### config.mk
export PLATFORM = sky130hd
export DESIGN_NAME = wallace_final_adder
export DESIGN_NICKNAME = d
export VERILOG_FILES = /design/src/rtl/wallace_final_adder.sv
export SDC_FILE = /design/constraint.sdc
export NUM_CORES = 1
export LEC_CHECK = 0
export CAP_MARGIN = 20
export CORE_AREA = 2 2 95 97
export CTS_BUF_LIST = sky130_fd_sc_hd__clkbuf_2
export CTS_CLUSTER_DIAMETER = 60
export DETAILED_ROUTE_END_ITERATION = 8
export DIE_AREA = 0 0 97 99
export PLACE_DENSITY = 0.79
export SLEW_MARGIN = 20
export SYNTH_ARGS = -nofsm -noshare
export SYNTH_HDL_FRONTEND = slang
export SYNTH_SLANG_ARGS = --single-unit
### constraint.sdc
create_clock -name sys_clk -period 2.6 [get_ports sys_clk]
set_input_delay 0.39 -clock sys_clk [delete_from_list [all_inputs] [get_ports sys_clk]]
set_output_delay 0.39 -clock sys_clk [all_outputs]
set_load 0.02 [all_outputs]
### src/rtl/wallace_final_adder.sv
// -----------------------------------------------------------------------------
// wallace_final_adder
//
// Carry-propagate adder that closes a 16x16 signed Wallace/4:2 multiplier.
// It adds the final sum row and the final carry row (carry row already shifted
// one bit left) and returns the 32-bit two's-complement product. The carry out
// of bit 31 is discarded. Input and output use valid/ready handshakes.
//
// Build option:
//   FINAL_ADD_PIPE2_EN defined   -> two-stage pipeline, latency 2.
//                                   Stage 1 adds bits [15:0] and registers the
//                                   low half, the bit-15 carry and both upper
//                                   halves. Stage 2 adds the upper halves.
//   FINAL_ADD_PIPE2_EN undefined -> single 32-bit adder straight into the
//                                   output register, latency 1.
//
// Ports:
//   sys_clk    in   1   clock, rising edge
//   sys_rst_n  in   1   synchronous active-low reset
//   in_valid   in   1   row pair on sum_row/carry_row is valid
//   in_ready   out  1   row pair is accepted this cycle
//   sum_row    in  32   compressor-tree sum row
//   carry_row  in  32   compressor-tree carry row (pre-aligned)
//   out_valid  out  1   product holds a valid result
//   out_ready  in   1   consumer takes product this cycle
//   product    out 32   (sum_row + carry_row) mod 2^32
//   prod_cnt   out 16   number of delivered products, wraps
// -----------------------------------------------------------------------------
module wallace_final_adder (
  input  logic        sys_clk,
  input  logic        sys_rst_n,
  input  logic        in_valid,
  output logic        in_ready,
  input  logic [31:0] sum_row,
  input  logic [31:0] carry_row,
  output logic        out_valid,
  input  logic        out_ready,
  output logic [31:0] product,
  output logic [15:0] prod_cnt
);

  logic        out_valid_q, out_valid_d;
  logic [31:0] product_q,   product_d;
  logic [15:0] prod_cnt_q,  prod_cnt_d;

  logic        in_xfer;
  logic        out_xfer;
  logic        out_load;
  logic [31:0] out_result;

  assign in_xfer  = in_valid && in_ready;
  assign out_xfer = out_valid_q && out_ready;

`ifdef FINAL_ADD_PIPE2_EN
  // ---------------------------------------------------------------------------
  // Stage 1: low-half add, upper halves carried forward unchanged.
  // ---------------------------------------------------------------------------
  logic        v1_q,       v1_d;
  logic [15:0] lo_q,       lo_d;
  logic        c15_q,      c15_d;
  logic [15:0] sum_hi_q,   sum_hi_d;
  logic [15:0] carry_hi_q, carry_hi_d;

  logic [16:0] lo_add;
  logic [15:0] hi_add;

  // Stage 2 (output register) loads when stage 1 holds data and the output
  // register is empty or draining this cycle.
  assign out_load = v1_q && (!out_valid_q || out_ready);
  // Stage 1 can load when empty or when its contents move on this cycle.
  assign in_ready = !v1_q || out_load;

  assign lo_add = {1'b0, sum_row[15:0]} + {1'b0, carry_row[15:0]};
  // Overflow past bit 15 of the upper add is the discarded bit-31 carry.
  assign hi_add = sum_hi_q + carry_hi_q + {15'd0, c15_q};
  assign out_result = {hi_add, lo_q};

  always_comb begin
    v1_d       = v1_q;
    lo_d       = lo_q;
    c15_d      = c15_q;
    sum_hi_d   = sum_hi_q;
    carry_hi_d = carry_hi_q;
    if (in_xfer) begin
      v1_d       = 1'b1;
      lo_d       = lo_add[15:0];
      c15_d      = lo_add[16];
      sum_hi_d   = sum_row[31:16];
      carry_hi_d = carry_row[31:16];
    end else if (out_load) begin
      v1_d = 1'b0;
    end
  end

  always_ff @(posedge sys_clk) begin
    if (!sys_rst_n) begin
      v1_q       <= 1'b0;
      lo_q       <= 16'h0;
      c15_q      <= 1'b0;
      sum_hi_q   <= 16'h0;
      carry_hi_q <= 16'h0;
    end else begin
      v1_q       <= v1_d;
      lo_q       <= lo_d;
      c15_q      <= c15_d;
      sum_hi_q   <= sum_hi_d;
      carry_hi_q <= carry_hi_d;
    end
  end
`else
  // ---------------------------------------------------------------------------
  // Single stage: full-width add straight into the output register.
  // ---------------------------------------------------------------------------
  assign in_ready   = !out_valid_q || out_ready;
  assign out_load   = in_xfer;
  assign out_result = sum_row + carry_row;
`endif

  // ---------------------------------------------------------------------------
  // Output register and delivered-product counter.
  // A load in the same cycle as an output transfer replaces the result and
  // keeps out_valid high, so back-to-back results flow at one per cycle.
  // ---------------------------------------------------------------------------
  always_comb begin
    out_valid_d = out_valid_q;
    product_d   = product_q;
    prod_cnt_d  = prod_cnt_q;
    if (out_load) begin
      out_valid_d = 1'b1;
      product_d   = out_result;
    end else if (out_xfer) begin
      out_valid_d = 1'b0;
    end
    if (out_xfer) begin
      prod_cnt_d = prod_cnt_q + 16'd1;
    end
  end

  always_ff @(posedge sys_clk) begin
    if (!sys_rst_n) begin
      out_valid_q <= 1'b0;
      product_q   <= 32'h0;
      prod_cnt_q  <= 16'h0;
    end else begin
      out_valid_q <= out_valid_d;
      product_q   <= product_d;
      prod_cnt_q  <= prod_cnt_d;
    end
  end

  assign out_valid = out_valid_q;
  assign product   = product_q;
  assign prod_cnt  = prod_cnt_q;

endmodule

==> impl_metrics.json <==
{
  "portBuffers": 117,
  "clock-sinks": 49,
  "fmax_mhz": 405,
  "grt_usage": 0.224,
  "min_path_type": "flip-flop to flip-flop",
  "worstMarginPinSlew_ns": 0.470,
  "drc_errors": 0,
  "slowest_stage": "clkdlybuf4s50_1",
  "fin_worst_skew_ns": 0.0155,
  "hold_path_startpoint": "product[6]",
  "path_clk_slew_ns": 0.26,
  "arrival_ns": 2.83,
  "grt_max_degree": 22,
  "cts_max_path_buffers": 2,
  "tns_ns": 0,
  "first_iter_violations": 225,
  "fp.dieH_um": 99,
  "comb_power_share": 0.463,
  "start_kind": "input pin",
  "slew_viol_final": 0,
  "synth_area_leaders": "dfxtp_1, ha_1, a21oi_1, nand2_1, xor2_1",
  "p_seq_frac": 0.384,
  "placed_area_um2": 5360,
  "synthesis.nets": 577,
  "root_buffer": "clkbuf_2",
  "ys.flop_type": "dfxtp_1",
  "end_kind": "flip-flop",
  "design_area_um2": 5460,
  "hpwl_mm": 9.19,
  "antenna_found_initial": 0,
  "dieArea_um2": 9600,
  "post-place-ws_ns": -0.623,
  "power_leakage_nw": 2.24,
  "core_um2": 8550,
  "cp_top_family": "compound AO/OA/AOI/OAI gates",
  "cp_max_fo": 3,
  "hold_viol_final": 0,
  "clkPwrFrac": 0.153,
  "yosysSeqAreaShare": 0.271,
  "slew_headroom": 0.684,
  "ioPinCount": 118,
  "core.rowCount": 34,
  "yosys.area.top_type": "dfxtp_1",
  "p_sw_frac": 0.365,
  "avgRoutedWirePerCell_um": 14.7,
  "multiInputGateArea_um2": 2550,
  "layout-drive-gt1-share": 0.153,
  "grt_overflow": 0,
  "cts_tree": "yes",
  "async_flop_share": 0,
  "cp_num_buf_inv": 1,
  "worstSetupPathType": "input pin to flip-flop",
  "grt_pass1_wl_mm": 18.1,
  "avgSynthCellArea_um2": 7.61,
  "grt_pass1_vias": 3972,
  "p_int_mw": 1.40,
  "start_util": 0.423,
  "clock_latency_ns": 0.44,
  "yosysWarnings": 0,
  "synthMostInstantiatedCell": "nand2_1",
  "timing.final.ws_setup_ns": 0.133,
  "synth_edf_count": 0,
  "vias_per_cell": 5.49,
  "max_cap_viol_count": 0,
  "synthTopCellsByCount": "nand2_1, a21oi_1, dfxtp_1",
  "nets": 752,
  "area_growth_pct": 50.7,
  "syn_area_um2": 3620,
  "finalWorstPathRequiredPeriod_ns": 2.47,
  "die_w_um": 97,
  "worstPathRequired_ns": 2.96,
  "wl_mm": 11.1,
  "power_density_nw_per_um2": 403,
  "ant_nets": 0,
  "rsz0062_at_grt": "false",
  "cts-buffers-inserted": 5,
  "crit_start": "carry_row[1]",
  "synth_seq_cells": 49,
  "rr_startpoint": "out_valid",
  "ir_drop_mv": 0.203,
  "nFillCells": 760,
  "setup_viol": 0,
  "place_congestion": 0.911,
  "crit_chain": "clkdlybuf4s50_1 > fa_2 > a21o_1 > a221o_2 > a311oi_4 > or3_4 > a311oi_2 > o21a_1 > o31ai_2",
  "antennaDiodeCount": 0,
  "p_switching_mw": 0.802,
  "cts_hold_buf": 0,
  "h-tree-depth": 2,
  "regArea_um2": 981,
  "first_pass_iters": 5,
  "max_stage_delay_ns": 0.47,
  "netlist_instances": 476,
  "synth.distinct_cells": 53,
  "vias": 4173,
  "fin_crit_sh": 0.949,
  "status": "finished clean",
  "yosys.area.top_type_share": 0.271
}
-- per-stage QoR --
| step | util | power, mW | instances | hold WS (ns) |
|---|---|---|---|---|
| 2_1_floorplan | - | 1.38 | 476 | 0.519 |
| 3_3_place_gp | 0.627 | 1.84 | 751 | 0.438 |
| 3_5_place_dp | 0.627 | 1.86 | 751 | 0.448 |
| 4_1_cts | 0.635 | 2.19 | 760 | 0.469 |
| 5_1_grt | 0.638 | 2.33 | 760 | 0.451 |
| 6_report | 0.638 | 2.20 | 760 | 0.472 |
-- kinds of logic after synthesis --
logic type | share of synthesized area
buf+inv | 0.0328
flops | 0.271
simple gates | 0.220
xor+xnor | 0.0895
compound gates | 0.262
fa+ha+maj | 0.116
mux | 0.00864
-- per-layer routing --
metal	wire, um	vias to the layer above	GRT usage
met2	5420	165	0.395
li1	-	2059	-
met1	4880	1936	0.293
met3	704	13	0.0262
met5	0	-	0
met4	143	0	0.0585
-- final timing paths --
kind / endpoint / slack [ns] / cells past startpoint
worst min-delay path: product[6] / 0.47 / 2
worst max-delay path: product[28] / 0.13 / 9
worst min register to register: product[6] / 0.47 / 2
worst max register to register: prod_cnt[13] / 0.76 / 6
-- registers in the layout, summed over array words and instances (netlist names) --
name / cells
product: 32
out_valid: 1
prod_cnt: 16
-- worst min-delay path: stages (launching register included) --
cell	delay, ns
dfxtp_1	0.37
nand2_1	0.05
a21oi_1	0.05
-- layout by cell type (no fill, tap or decap), types with 5 or more instances in the layout --
master,instances
a211oi_1,5
a21o_1,13
a21oi_1,60
a31oi_1,5
and3_1,6
buf_4,70
clkbuf_2,5
clkdlybuf4s50_1,114
dfxtp_1,49
ha_1,31
inv_1,9
nand2_1,72
nand3_1,16
nand4_1,7
nor2_1,35
nor3_1,11
o211ai_1,7
o21ai_0,33
or3_1,7
xnor2_1,16
xor2_1,21
-- power groups by stage --
stage / Sequential, mW / Clock [mW] / Combinational [mW]
floorplan: 0.920 / 0 / 0.465
global placement: 0.856 / 0 / 0.979
detailed placement: 0.858 / 0 / 0.997
CTS: 0.843 / 0.342 / 1.00
global route: 0.851 / 0.372 / 1.10
finish: 0.844 / 0.337 / 1.02
-- final cells by class --
class	count	share of cell area
Multi-Input combinational cell	398	0.468
Sequential cell	49	0.180
Clock buffer	5	0.00459
Tap cell	108	0.0248
Timing Repair Buffer	187	0.311
Clock inverter	3	0.00482
Inverter	10	0.00688
-- what timing repair did --
action	4_1_cts	5_1_grt
resized for setup	6	4
buffers inserted	1	0
endpoints found under the setup margin	4	8
hold endpoints to repair	0	0
pin swaps	11	2
Note: power is estimated with default switching activity, not from simulation.
